<file path="src/rtl/riscv_pc_pkg.sv">
// Shared types and constants for the fetch program-counter generator.
package riscv_pc_pkg;

  typedef enum logic [1:0] {
    BOOT   = 2'd0,
    RUN    = 2'd1,
    HALTED = 2'd2
  } pc_state_e;

  localparam int STEP_16 = 2;
  localparam int STEP_32 = 4;

  // Low PC bits that must be zero for the given instruction alignment.
  function automatic logic [1:0] align_mask(input int ialign);
    return (ialign == 16) ? 2'b01 : 2'b11;
  endfunction

endpackage

</file>
<file path="src/rtl/riscv_pc_next_sel.sv">
// Next-PC priority mux (trap > redirect > sequential > hold) with alignment fix-up.
module riscv_pc_next_sel
  import riscv_pc_pkg::*;
#(
  parameter int XLEN   = 64,
  parameter int IALIGN = 32
) (
  input  logic [XLEN-1:0] fetch_pc,
  input  logic            accept,
  input  logic            step_c,
  input  logic            trap_req,
  input  logic [XLEN-1:0] trap_pc,
  input  logic            redirect_req,
  input  logic [XLEN-1:0] redirect_pc,
  output logic [XLEN-1:0] next_pc,
  output logic            misalign
);

  localparam logic [1:0]      LOW_MASK  = align_mask(IALIGN);
  localparam logic [XLEN-1:0] KEEP_MASK = {{(XLEN-2){1'b1}}, ~LOW_MASK};

  logic [XLEN-1:0] target;
  logic [XLEN-1:0] step;
  logic [XLEN-1:0] seq_pc;

  always_comb begin
    target   = trap_req ? trap_pc : redirect_pc;
    step     = ((IALIGN == 16) && step_c) ? XLEN'(STEP_16) : XLEN'(STEP_32);
    seq_pc   = fetch_pc + step;
    next_pc  = fetch_pc;
    misalign = 1'b0;
    // Loaded targets are forced legal; only loads can flag misalignment.
    if (trap_req || redirect_req) begin
      next_pc  = target & KEEP_MASK;
      misalign = |(target[1:0] & LOW_MASK);
    end else if (accept) begin
      next_pc = seq_pc;
    end
  end

endmodule

</file>
<file path="src/rtl/riscv_pc_gen.sv">
// Fetch PC generator: BOOT/RUN/HALTED control, registered PC, misalign pulse
// and accepted-fetch counter.
module riscv_pc_gen
  import riscv_pc_pkg::*;
#(
  parameter int              XLEN         = 64,
  parameter logic [XLEN-1:0] RESET_VECTOR = '0,
  parameter int              IALIGN       = 32,
  parameter int              CNT_W        = 32
) (
  input  logic             clk,
  input  logic             rst,
  input  logic             fetch_ready_i,
  input  logic             step_c_i,
  input  logic             redirect_valid_i,
  input  logic [XLEN-1:0]  redirect_pc_i,
  input  logic             trap_valid_i,
  input  logic [XLEN-1:0]  trap_pc_i,
  input  logic             halt_i,
  input  logic             resume_i,
  output logic             fetch_valid_o,
  output logic [XLEN-1:0]  fetch_pc_o,
  output logic             halted_o,
  output logic             misalign_o,
  output logic [CNT_W-1:0] fetch_cnt_o,
  output pc_state_e        state_o
);

  // Handshake: an offer (fetch_valid_o, fetch_pc_o) is consumed on a clock
  // edge where fetch_valid_o & fetch_ready_i; valid never depends on ready,
  // and the offer holds until consumed unless a trap/redirect replaces it.

  pc_state_e       state_q, state_d;
  logic            accept;
  logic            trap_req;
  logic            redirect_req;
  logic [XLEN-1:0] next_pc;
  logic            misalign;

  always_ff @(posedge clk or posedge rst) begin
    if (rst) state_q <= BOOT;
    else     state_q <= state_d;
  end

  always_comb begin
    state_d = state_q;
    case (state_q)
      BOOT:    state_d = RUN;
      RUN:     if (halt_i) state_d = HALTED;
      HALTED:  if (resume_i && !halt_i) state_d = RUN;
      default: state_d = BOOT;
    endcase
  end

  always_comb begin
    fetch_valid_o = (state_q == RUN);
    halted_o      = (state_q == HALTED);
    state_o       = state_q;
  end

  // A halted core still takes debugger PC writes but ignores traps.
  assign accept       = fetch_valid_o & fetch_ready_i;
  assign trap_req     = trap_valid_i & (state_q == RUN);
  assign redirect_req = redirect_valid_i & (state_q != BOOT);

  riscv_pc_next_sel #(
    .XLEN   (XLEN),
    .IALIGN (IALIGN)
  ) u_next_sel (
    .fetch_pc     (fetch_pc_o),
    .accept       (accept),
    .step_c       (step_c_i),
    .trap_req     (trap_req),
    .trap_pc      (trap_pc_i),
    .redirect_req (redirect_req),
    .redirect_pc  (redirect_pc_i),
    .next_pc      (next_pc),
    .misalign     (misalign)
  );

  always_ff @(posedge clk or posedge rst) begin
    if (rst) begin
      fetch_pc_o  <= RESET_VECTOR;
      misalign_o  <= 1'b0;
      fetch_cnt_o <= '0;
    end else begin
      fetch_pc_o <= next_pc;
      misalign_o <= misalign;
      if (accept) fetch_cnt_o <= fetch_cnt_o + CNT_W'(1);
    end
  end

endmodule

</file>
<file path="config.mk">
export PLATFORM = sky130hd
export DESIGN_NAME = riscv_pc_gen
export DESIGN_NICKNAME = d
export VERILOG_FILES = /design/src/rtl/riscv_pc_pkg.sv /design/src/rtl/riscv_pc_next_sel.sv /design/src/rtl/riscv_pc_gen.sv
export SDC_FILE = /design/constraint.sdc
export NUM_CORES = 1
export LEC_CHECK = 0
export BUFFER_PORTS_ARGS = -buffer_cell sky130_fd_sc_hd__buf_2
export CORE_AREA = 2 2 138 140
export CTS_BUF_LIST = sky130_fd_sc_hd__clkbuf_16
export DETAILED_ROUTE_END_ITERATION = 6
export DIE_AREA = 0 0 140 142
export GPL_ROUTABILITY_DRIVEN = 0
export REMOVE_ABC_BUFFERS = 1
export SLEW_MARGIN = 20
export SYNTH_ARGS = -nofsm -noshare
export SYNTH_HDL_FRONTEND = slang
export SYNTH_SLANG_ARGS = --single-unit
</file>
<file path="constraint.sdc">
create_clock -name clk -period 8.8 [get_ports clk]
set_clock_uncertainty 0.05 [all_clocks]
set_input_delay 0.88 -clock clk [delete_from_list [all_inputs] [get_ports clk]]
set_output_delay 0.88 -clock clk [all_outputs]
set_load 0.05 [all_outputs]
</file>
# --- After elaboration in Yosys (flattened, before gate mapping) ---
# Index checks and enable logic that the tools add are counted.
totals:
  reg_bits: 99
  output_inout_bits: 101
  in_bits: 136
  wordCells: 28
classes:
  addsub: 2
  n_reduce_logical: 8
  bitwise_logic: 3
  mux: 7
  n_eq_ne: 4
op_table:
  columns: ["cell", "n"]
  rows:
  - ["2-to-1 mux 64 bit", 3]
  - ["adder 64 x 3 -> 64 bit, second input constant", 1]
  - ["adder 32 x 1 -> 32 bit, second input constant", 1]
  - ["one-hot mux 2 bit (3 select lines)", 1]
  - ["2-to-1 mux 2 bit", 2]
  - ["nonzero test 2 bit", 2]
  - ["bitwise AND 1 bit", 3]
  - ["== test 2 x 1 -> 1 bit, second input constant", 1]
  - ["== test 2 bit, second input constant", 1]
  - ["logical NOT 2 bit", 1]
  - ["inequality test 2 x 1 -> 1 bit, second input constant", 1]
  - ["inequality test 2 bit, second input constant", 1]
  - ["AND reduction 2 bit", 1]
  - ["OR reduction 2 bit", 1]
  - ["logical AND 1 bit", 1]
  - ["logical NOT 1 bit", 1]
  - ["logical OR 1 bit", 1]
  - ["2-to-1 mux 1 bit", 1]

# --- Depth between registers and ports, before layout ---
# Gate-level depths: netlist of the first run.
logic_depth:
  ltp_word: 5
  ltp_mapped: 9

# --- Cells and area by module ---
# Synthesis of the first run repeated with hierarchy kept, for this count alone.
unflattened:
  hier_cells: 602
  area_unflattened_um2: 5699.2
by_module_without_submodules:
  columns: ["module", "n_inst", "area_each_um2", "cells_each"]
  rows:
  - ["riscv_pc_gen", 1, 3191.8, 203]
  - ["riscv_pc_next_sel", 1, 2507.4, 399]

# --- Least setup slack after synthesis of the first run ---
# Ideal clock, no wire load.
synth_timing:
  path_kind: "reg2out"
  startpoint: "register state_q[0] (netlist: state_o[0])"
  endpoint: "output fetch_valid_o"
  arrival_ns: 1.690
  path_buffers: 1
  slack_ns: 6.180
  stages_incl_launch_ff: 4
  required_time_ns: 7.870
  path_cell_list: "dfrtp_1 clkbuf_1 inv_1 nor2_1"
synth_between:
  elab_chain_cells: 1
synth_lines:
  columns: ["item", "line", "source"]
  rows:
  - ["start: declaration", "riscv_pc_gen.sv:33", "pc_state_e state_q, state_d;"]
  - ["start signal: assignment", "riscv_pc_gen.sv:42", "else state_q <= state_d;"]
  - ["== test 2 x 1 -> 1 bit", "riscv_pc_gen.sv:56", "fetch_valid_o = (state_q == RUN);"]
  - ["end: declaration", "riscv_pc_gen.sv:21", "output logic fetch_valid_o,"]
# No other way between the ends.

# --- Worst setup path after layout of the first run ---
layout_timing:
  startpoint: "register fetch_pc_o[2]"
  endpoint: "register fetch_pc_o[56]"
layout_between:
  elab_chain_cells: 3
layout_lines:
  columns: ["item", "line", "source"]
  rows:
  - ["start: declaration", "riscv_pc_gen.sv:22", "output logic [XLEN-1:0] fetch_pc_o,"]
  - ["start signal: assignment", "riscv_pc_gen.sv:87", "fetch_pc_o <= next_pc;"]
  - ["adder 64 x 3 -> 64 bit", "riscv_pc_next_sel.sv:29", "seq_pc = fetch_pc + step;"]
  - ["2-to-1 mux 64 bit", "riscv_pc_next_sel.sv:36", "end else if (accept) begin"]
  - ["2-to-1 mux 64 bit", "riscv_pc_next_sel.sv:33", "if (trap_req || redirect_req) begin"]
# No other way between the ends. The select of a mux whose other input is x is not followed.
# A chain may end at the register's enable or synchronous reset.

==> results of run 1 <==
[state kept, by name, indices dropped and copies added, names as in the netlist]
signal and cells:
state_o 2, fetch_cnt_o 32, misalign_o 1, fetch_pc_o 62
[metal layers]
layer / global-route usage / vias up / routed length, um
met5: 0 / - / 0
met4: 0.0553 / 0 / 390
met1: 0.291 / 3173 / 9510
li1: - / 3310 / -
met3: 0.0390 / 28 / 1350
met2: 0.355 / 235 / 9980
[placed cells by master (no fill, tap or decap), types with 3 or more instances in the layout]
master,count
and2_1,7
buf_2,233
or4_1,10
nor3_1,32
clkbuf_16,9
bufinv_16,3
o21ai_0,23
a21oi_1,58
a311oi_1,6
buf_4,9
or3_1,7
a41o_1,3
nor4_1,20
o311ai_0,4
nand2_1,158
xor2_1,11
nor2_1,35
xnor2_1,37
mux2i_1,9
a21o_1,3
a31oi_1,8
nand3_1,72
and4_1,3
and3_1,31
inv_1,12
o211ai_1,6
nand4_1,41
or2_2,3
a2bb2oi_1,4
dfrtp_1,97
o31a_1,3
[worst max-delay path, delay by kind of cell, from the launching register on]
| family | cells | cell delay [ns] |
|---|---|---|
| fa+ha+maj | 1 | 0.26 |
| flops | 1 | 0.48 |
| simple gates | 5 | 2.10 |
[metrics by stage]
step,cell area (um2),hold WS [ns],power [mW]
6_report,8010,0.420,3.09
5_1_grt,8010,0.452,3.30
4_1_cts,8010,0.423,3.11
3_5_place_dp,7680,0.414,2.65
3_3_place_gp,7680,0.408,2.63
2_1_floorplan,6130,0.735,2.12
[path summary, 6_finish.rpt]
| check | depth (start not counted) | end | slack, ns |
|---|---|---|---|
| worst max-delay path | 6 | fetch_pc_o[56] | 5.80 |
| worst min-delay path | 1 | fetch_cnt_o[31] | 0.42 |
| worst max register to register | 6 | fetch_pc_o[56] | 5.80 |
| worst min register to register | 1 | fetch_cnt_o[31] | 0.42 |
| max in group asynchronous | 3 | fetch_pc_o[26] | 6.96 |
| min in group asynchronous | 2 | fetch_cnt_o[27] | 0.45 |
[final cells by class]
class | count | area, um2
fill | 1888 | 10400
multi-input combinational | 638 | 3670
sequential | 97 | 2430
timing repair buffer | 242 | 1230
tap | 234 | 293
clock buffer | 9 | 225
clock inverter | 7 | 110
inverter | 12 | 47.5
antenna | 1 | 2.50
[kinds of logic (layout without fill, tap and decap cells)]
kind of cell / Yosys count / in the layout / synth area share
AO/OA/AOI/OAI: 144 / 144 / 0.147
XOR/XNOR: 48 / 48 / 0.0664
adder cells (fa/ha/maj): 2 / 2 / 0.00395
buffers and inverters: 64 / 270 / 0.0399
flip-flops: 97 / 97 / 0.383
multiplexers: 9 / 9 / 0.0142
other: 1 / 3 / 0.000592
AND/OR/NAND/NOR: 433 / 433 / 0.344
[power by group through the flow]
stage | registers [mW] | logic, mW | clock network, mW
floorplan | 1.37 | 0.749 | 0
global placement | 0.885 | 1.74 | 0
detailed placement | 0.889 | 1.76 | 0
CTS | 0.881 | 1.76 | 0.467
global route | 0.919 | 1.90 | 0.481
finish | 0.885 | 1.75 | 0.454
==> flow_summary.yaml, run 1 <==
status:
  outcome: "complete, but fails checks"
  violations: "design-rule violations"
yosys:
  netlist.area_leader.share: 0.383
  syn_area_mm2: 0.00633
  syn_inst: 798
  synth-edff-count: 0
  synth_top_cells_by_area: "dfrtp_1 38%, nand2_1 9.4%, nand3_1 5.7%"
  yosysMostFrequentCell: "nand2_1"
  synth_cell_types: 60
  ys_ff_latch: 97
  async_flop_share: 1.00
  yosysTopAreaCell: "dfrtp_1"
  synthFlopType: "dfrtp_1"
  syn_avg_cell_area_um2: 7.93
  ys_seq_area_frac: 0.383
  synth_commonest_cells: "158 x nand2_1, 97 x dfrtp_1, 72 x nand3_1, 59 x a21oi_1, 41 x nand4_1"
  yosysWarnings: 0
setup_path:
  required_ns: 8.99
  reg2reg_from: "fetch_pc_o[2]"
  path_class: "reg2reg"
  max_stage_delay_ns: 0.63
  cp-end-kind: "flop"
  timing.critical_path.slowest_stage_cell: "or4_1"
  worstSetupStartpointType: "flop"
  cp-startpoint: "fetch_pc_o[2]"
  crit_top_cell: "nand4_1"
  crit_chain: "ha_1 > nand4_1 > nor2_1 > nand4_1 > or4_1 > and3_1"
  arrival_ns: 3.20
  cp_max_fo: 11
floorplanning:
  dieArea_mm2: 0.0199
  pin_count: 237
  rows: 50
  initial_core_util: 0.343
  die-height_um: 142
  die_w_um: 140
  core_mm2: 0.0185
timing:
  setup_violations: 0
  fin_crit_sh: 0.341
  finalSetupTns_ns: 0
  hold_viol: 0
  fin_ws_ns: 5.80
  timing.final.max_slew_violations: 0
  worst_pin_slew_ns: 0.978
  rsz0062_at_grt: "no"
  period_needed_ns: 3.00
  max_slew_margin: 0.348
  clock.fmax_mhz: 333
power_and_ir_drop:
  p_leak_nw: 3.69
  clkPwrFrac: 0.147
  p_int_mw: 1.38
  p_switching_mw: 1.71
  p_per_area_mw_per_mm2: 386
  p_seq_frac: 0.286
  combPwrFrac: 0.567
  switching_share: 0.555
  ir_drop_mv: 0.165
global_route:
  grt_start_max_net_pins: 78
  grt_overflow: 0
  grt_pass1_vias: 6272
  grt_use_total: 0.214
  antenna_found_initial: 0
  grt_pass1_wl_um: 34200
detailed_routing:
  drc: 22
  viasPerCell: 5.44
  first_iter_violations: 419
  ant_nets: 0
  wl_um: 21200
  vias: 6746
  first_pass_iters: 7
  wl_per_cell_um: 17.1
place:
  place_ws_ns: 5.64
  dp.cells: 1223
  dp_hpwl_um: 14900
  portBuffers: 233
cts:
  cts_resized: 0
  post_cts_buffers: 0
  clock_latency_ns: 0.35
  cts_num_sinks: 97
  cts_buffer_depth: 2
  cts_buffers: 9
  cts_root_buffer: "clkbuf_16"
  ctsHoldBuffers: 0
  clk_pin_slew_ns: 0.07
  htreeDepth: 3
  cts_tree: "done"
run:
  cap_violations: 0
worst_hold_path:
  hp-class: "reg2reg"
  hold_start: "fetch_cnt_o[31]"
finish:
  area_growth_pct: 26.6
  drive_above_1_share: 0.271
  final_cell_count_no_fill: 1240
  finalNetCount: 1138
  postLayoutCoreUtil: 0.434
Power figures use the tool's default switching activity.
==> run 2: changes to the inputs <==
--- a/config.mk
+++ b/config.mk
@@ -5,11 +5,12 @@
 export SDC_FILE = /design/constraint.sdc
 export NUM_CORES = 1
 export LEC_CHECK = 0
+export ABC_AREA = 1
 export BUFFER_PORTS_ARGS = -buffer_cell sky130_fd_sc_hd__buf_2
-export CORE_AREA = 2 2 138 140
+export CORE_AREA = 2 2 149 151
 export CTS_BUF_LIST = sky130_fd_sc_hd__clkbuf_16
 export DETAILED_ROUTE_END_ITERATION = 6
-export DIE_AREA = 0 0 140 142
+export DIE_AREA = 0 0 151 153
 export GPL_ROUTABILITY_DRIVEN = 0
 export REMOVE_ABC_BUFFERS = 1
 export SLEW_MARGIN = 20
==> constraint.sdc (replaced) <==
create_clock -name clk -period 2.72 [get_ports clk]
set_clock_uncertainty 0.05 [all_clocks]
set_input_delay 0.272 -clock clk [delete_from_list [all_inputs] [get_ports clk]]
set_output_delay 0.272 -clock clk [all_outputs]
set_load 0.05 [all_outputs]
==> run 2 against run 1 <==
Clock power rose to 2.9 times the previous value. Register-to-register slack got worse by 5.3 ns. Routed wire length increased by 19%. The run ends with negative hold slack left. Final area increased by 14%. Non-clock buffer count is 4 higher. Power grew to 3.4 times the previous value. Largest power group unchanged. Final cell count grew 36%. Via count rose by 24%. Worst setup slack got worse by 5.3 ns. Area after synthesis grew 17%.
==> flow_summary.yaml, run 2 <==
status:
  outcome: "complete, but fails checks"
  violations: "negative hold slack"
finish:
  layout_common_cells: "324 x nand2_1, 233 x buf_2, 212 x nor2_1, 118 x inv_1, 104 x o21ai_0"
  top_register: "fetch_pc_o"
  drive_above_1_share: 0.204
  layout_commonest_cell: "nand2_1"
  diodes: 0
  postLayoutCoreUtil: 0.425
  largest_reg_flops: 62
  area_growth_pct: 23.7
  finalNetCount: 1537
yosys:
  syn_avg_cell_area_um2: 6.24
  synth-edff-count: 0
  synthFlopType: "dfrtp_1"
  syn_inst: 1182
  synth_cell_types: 44
  yosysTopAreaCell: "dfrtp_1"
  synth-xor-area-share: 0.0439
  syn_area_mm2: 0.00738
  yosysWarnings: 0
  yosysMostFrequentCell: "nand2_1"
  async_flop_share: 1.00
  synth_fa_ha_area_frac: 0.00339
  synth_mux_area_frac: 0
  netlist.area_leader.share: 0.329
  ys_seq_area_frac: 0.329
  synth_commonest_cells: "324 x nand2_1, 213 x nor2_1, 119 x inv_1, 104 x o21ai_0, 97 x dfrtp_1"
  synth_simple_gate_area_frac: 0.391
  synth_top_cells_by_area: "dfrtp_1 33%, nand2_1 16%, nor2_1 11%"
  synth_compound_area_frac: 0.144
  ys_ff_latch: 97
  synth_top_family_by_area: "simple AND/OR/NAND/NOR gates"
cts:
  cts_buffer_depth: 2
  clock_latency_ns: 0.37
  cts_root_buffer: "clkbuf_16"
  clk_pin_slew_ns: 0.08
  cts_buffers: 9
  cts_resized: 0
  cts_num_sinks: 97
  post_cts_buffers: 0
  htreeDepth: 3
  cts_tree: "done"
  ctsHoldBuffers: 0
timing:
  period_needed_ns: 2.19
  rsz0062_at_grt: "no"
  max_slew_margin: 0.504
  hold_slack_ns: -0.00117
  fin_crit_sh: 0.803
  setup_violations: 0
  finalSetupTns_ns: 0
  hold_viol: 1
  clock.fmax_mhz: 458
  worst_pin_slew_ns: 0.745
  timing.final.max_slew_violations: 0
setup_path:
  crit_chain: "ha_1 > nand2_1 > nor2_2 > nand2_2 > inv_1 > nand2_1 > nor2_1 > nand2_1 > nand2_1 > nand3_1 > nand2_1 > nand2_1 > nand2_1"
  r2r_cells: 13
  path_class: "reg2reg"
  cp-end-kind: "flop"
  timing.critical_path.slowest_stage_cell: "dfrtp_1"
  reg2reg_to: "fetch_pc_o[38]"
  crit_family: "simple AND/OR/NAND/NOR gates"
  rrSetupSlack_ns: 0.53
  reg2reg_from: "fetch_pc_o[2]"
  arrival_ns: 2.43
  crit_top_cell: "nand2_1"
  worst-path-buf-inv: 1
  required_ns: 2.96
  worstSetupStartpointType: "flop"
  max_stage_delay_ns: 0.43
  cp_max_fo: 6
global_route:
  grt_start_max_net_pins: 91
  grt_overflow: 0
  grt_pass1_wl_um: 39600
  grt_use_total: 0.218
  grt_pass1_vias: 7401
  antenna_found_initial: 0
worst_hold_path:
  hp-class: "in2async"
floorplanning:
  rows: 54
  die-height_um: 153
  core_mm2: 0.0215
  die_w_um: 151
  initial_core_util: 0.343
  dieArea_mm2: 0.0231
  pin_count: 237
detailed_routing:
  viasPerCell: 4.96
  wl_um: 25200
  vias: 8354
  ant_nets: 0
  first_pass_iters: 5
  drc: 0
  wl_per_cell_um: 15.0
  first_iter_violations: 604
run:
  cap_violations: 0
power_and_ir_drop:
  p_per_area_mw_per_mm2: 1160
  ir_drop_mv: 0.569
  p_leak_nw: 4.55
place:
  portBuffers: 233
  dp_hpwl_um: 19500
[run 2: cell count changes in the layout (fill, tap and decap cells not counted), sizes merged, moves of 10 or more]
cell,change
nor2,+187
nand2,+172
inv,+113
o21ai,+88
and3,-30
xnor2,-28
nor4,-21
nand4,-20
xor2,+17
a21oi,-14
o21a,+11
or4,-11
nor3,-10
[run 2: final cells by class]
class | instances | area [um2]
multi-input cells | 923 | 4310
flip-flops and latches | 97 | 2430
clock buffers | 9 | 225
repair buffers | 246 | 1290
well taps | 280 | 350
clock inverters | 7 | 71.3
fillers | 2370 | 12400
inverters | 122 | 460
[run 2: worst max-delay path by stage]
stage / from / cells after the start / end / slack, ns
6_report: fetch_pc_o[2] / 13 / fetch_pc_o[38] / 0.53
2_1_floorplan: state_o[0] / 9 / fetch_pc_o[14] / -2.17
3_5_place_dp: fetch_pc_o[2] / 12 / fetch_pc_o[38] / 0.59
5_1_grt: fetch_pc_o[2] / 13 / fetch_pc_o[38] / 0.25
3_3_place_gp: fetch_pc_o[2] / 12 / fetch_pc_o[38] / 0.62
4_1_cts: fetch_pc_o[2] / 12 / fetch_pc_o[38] / 0.55
[run 2: stage by stage]
step / hold WS (ns) / setup WS, ns / total power, mW / instances / instance area, um2
after global routing: 0.0575 / 0.252 / 11.5 / 1684 / 9130
after global placement: 0.417 / 0.621 / 9.25 / 1668 / 8830
after CTS: 0.0271 / 0.550 / 10.7 / 1684 / 9130
final: -0.00117 / 0.535 / 10.6 / 1684 / 9130
after floorplan: 0.330 / -2.17 / 7.33 / 1142 / 7190
after detailed placement: 0.418 / 0.585 / 9.35 / 1668 / 8830
[run 2: cells by family after synthesis]
group                      Yosys count
other                                1
and+or+nand+nor                    688
xor gates and xnor gates            37
buffers and inverters              163
adders and majority gates            2
AOI/OAI and AO/OA                  194
DFF                                 97
[run 2: metal layers]
layer / track usage / share of wire / vias to the layer above
met1: 0.306 / 0.47 / 3804
li1: - / - / 4238
met2: 0.352 / 0.46 / 289
met4: 0.0583 / 0.016 / 0
met5: 0 / 0 / -
met3: 0.0304 / 0.063 / 23
[run 2: power breakdown]
part	switching (mW)	internal, mW
registers	0.887	2.01
logic	4.73	1.68
clock network	0.665	0.651
==> run 3: changes to the inputs <==
==> constraint.sdc (replaced) <==
create_clock -name clk -period 2.17 [get_ports clk]
set_clock_uncertainty 0.05 [all_clocks]
set_input_delay 0.217 -clock clk [delete_from_list [all_inputs] [get_ports clk]]
set_output_delay 0.217 -clock clk [all_outputs]
set_load 0.05 [all_outputs]
==> run 3 against run 2 <==
The flow now finishes without violations. Via count down 0.17%. Non-clock buffer count grew 16. Routed wire length rose by 1.5%. Flip-flop and latch count did not move. Sequential power is 25% higher. Utilization up 1.2 points. Worst hold slack better by 0.014 ns. Critical path depth decreased by 3.
==> flow_summary.yaml, run 3 (synthesized netlist as in run 2, its figures left out) <==
setup_path:
  arrival_ns: 2.19
  max_stage_delay_ns: 0.43
  required_ns: 2.37
  timing.critical_path.slowest_stage_cell: "dfrtp_1"
  worstSetupStartpointType: "flop"
  cp_max_fo: 6
  r2r_cells: 10
  path_class: "reg2reg"
  crit_chain: "ha_2 > nand2_2 > nor2_4 > nand3b_1 > nor2_2 > nand3_1 > nand2_1 > nand2_1 > a21oi_1 > nor2_1"
  crit_top_cell: "nand2_1"
  crit_family: "simple AND/OR/NAND/NOR gates"
  worst-path-buf-inv: 0
  rrSetupSlack_ns: 0.18
  cp-end-kind: "flop"
  reg2reg_from: "fetch_pc_o[2]"
  reg2reg_to: "fetch_pc_o[52]"
global_route:
  grt_pass1_vias: 7562
  antenna_found_initial: 0
  grt_overflow: 0
  grt_start_max_net_pins: 68
  grt_pass1_wl_um: 40500
  grt_use_total: 0.222
power_and_ir_drop:
  p_leak_nw: 4.70
  switching_share: 0.578
  clkPwrFrac: 0.125
  p_seq_frac: 0.265
  ir_drop_mv: 0.926
  p_switching_mw: 7.89
  p_int_mw: 5.75
  combPwrFrac: 0.610
  p_per_area_mw_per_mm2: 1450
  power_mw: 13.6
detailed_routing:
  first_iter_violations: 576
  wl_um: 25600
  ant_nets: 0
  viasPerCell: 4.91
  vias: 8340
  wl_per_cell_um: 15.1
  drc: 0
  first_pass_iters: 5
place:
  portBuffers: 233
  dp_hpwl_um: 19700
  dpl-instance-area_mm2: 0.00901
cts:
  cts_root_buffer: "clkbuf_16"
  cts_tree: "done"
  cts_num_sinks: 97
  clk_pin_slew_ns: 0.08
  htreeDepth: 3
  clock_latency_ns: 0.35
  cts_buffer_depth: 2
  cts_buffers: 9
worst_hold_path:
  min_path_cells: 2
  hold_start: "halt_i"
  min_to: "state_o[0]"
  hp-class: "in2reg"
finish:
  diodes: 0
  layout_commonest_cell: "nand2_1"
  layout_common_cells: "323 x nand2_1, 233 x buf_2, 207 x nor2_1, 118 x inv_1, 104 x o21ai_0"
  final_cell_area_mm2: 0.00938
  finalNetCount: 1553
  drive_above_1_share: 0.218
  area_growth_pct: 27.1
  top_register: "fetch_pc_o"
  largest_reg_flops: 62
timing:
  hold_viol: 0
  fin_crit_sh: 0.918
  timing.final.max_slew_violations: 0
  rsz0062_at_grt: "no"
  clock.fmax_mhz: 502
  setup_violations: 0
  period_needed_ns: 1.99
floorplanning:
  die-height_um: 153
  pin_count: 237
  dieArea_mm2: 0.0231
  die_w_um: 151
  rows: 54
  initial_core_util: 0.343
  core_mm2: 0.0215
status:
  outcome: "complete, no violations"
run:
  cap_violations: 0
==> run 3: changes by cell type in the layout (fill, tap and decap cells not counted), moves of 2 or more <==
cell,delta
nor2_1,-5
buf_12,+6
inv_8,-2
nor2_4,+4
buf_4,+9
==> run 3: how the worst max path moves through the flow <==
stage | startpoint | to | cells after the start
final | fetch_pc_o[2] | fetch_pc_o[52] | 10
after global routing | fetch_pc_o[4] | fetch_pc_o[47] | 10
after CTS | fetch_pc_o[2] | fetch_pc_o[44] | 9
after detailed placement | fetch_pc_o[2] | fetch_pc_o[44] | 9
after global placement | fetch_pc_o[2] | fetch_pc_o[54] | 10
after floorplan | state_o[0] | fetch_pc_o[14] | 9
==> run 3: timing repair <==
| action | 4_1_cts | 5_1_grt |
|---|---|---|
| setup buffers | 0 | 1 |
| hold buffers | 1 | 0 |
| gates resized for setup | 0 | 15 |
| endpoints found under the setup margin | 0 | 16 |
| hold endpoints to repair | 25 | 0 |
==> run 3: through the flow <==
| step | hold slack, ns | worst slack [ns] | TNS [ns] | instances | utilization |
|---|---|---|---|---|---|
| floorplan | 0.275 | -2.72 | -203.00 | 1142 | - |
| global placement | 0.216 | 0.174 | 0 | 1682 | 0.419 |
| detailed placement | 0.218 | 0.123 | 0 | 1682 | 0.419 |
| CTS | 0.00475 | 0.0896 | 0 | 1699 | 0.434 |
| global route | 0.0128 | 0.00171 | 0 | 1700 | 0.437 |
| finish | 0.0133 | 0.178 | 0 | 1700 | 0.437 |
==> run 3: metal layers <==
metal | up-vias | global-route usage | share of wire
met5 | - | 0 | 0
li1 | 4267 | - | -
met2 | 266 | 0.355 | 0.45
met3 | 24 | 0.0331 | 0.059
met4 | 0 | 0.0521 | 0.016
met1 | 3783 | 0.316 | 0.47
==> run 3: worst register-to-register path, delay by kind of cell, from the launching register on <==
family          cells  cell delay (ns)
flops               1             0.43
simple gates        8             1.07
fa+ha+maj           1             0.23
compound gates      1             0.12
==> run 3: power groups by stage <==
stage                     logic, mW  clock network [mW]  registers [mW]
after floorplan                3.53                   0            5.66
after global placement         8.27                   0            3.62
after detailed placement       8.34                   0            3.63
after CTS                      8.36                1.73            3.60
after global routing           9.16                1.81            3.75
final                          8.32                1.70            3.62
==> run 3: area by class of cell <==
type / instances / area, um2
fillers: 2323 / 12100
inverters: 122 / 460
multi-input cells: 923 / 4350
clock buffers: 9 / 225
well taps: 280 / 350
repair buffers: 262 / 1490
flip-flops and latches: 97 / 2430
clock inverters: 7 / 76.3
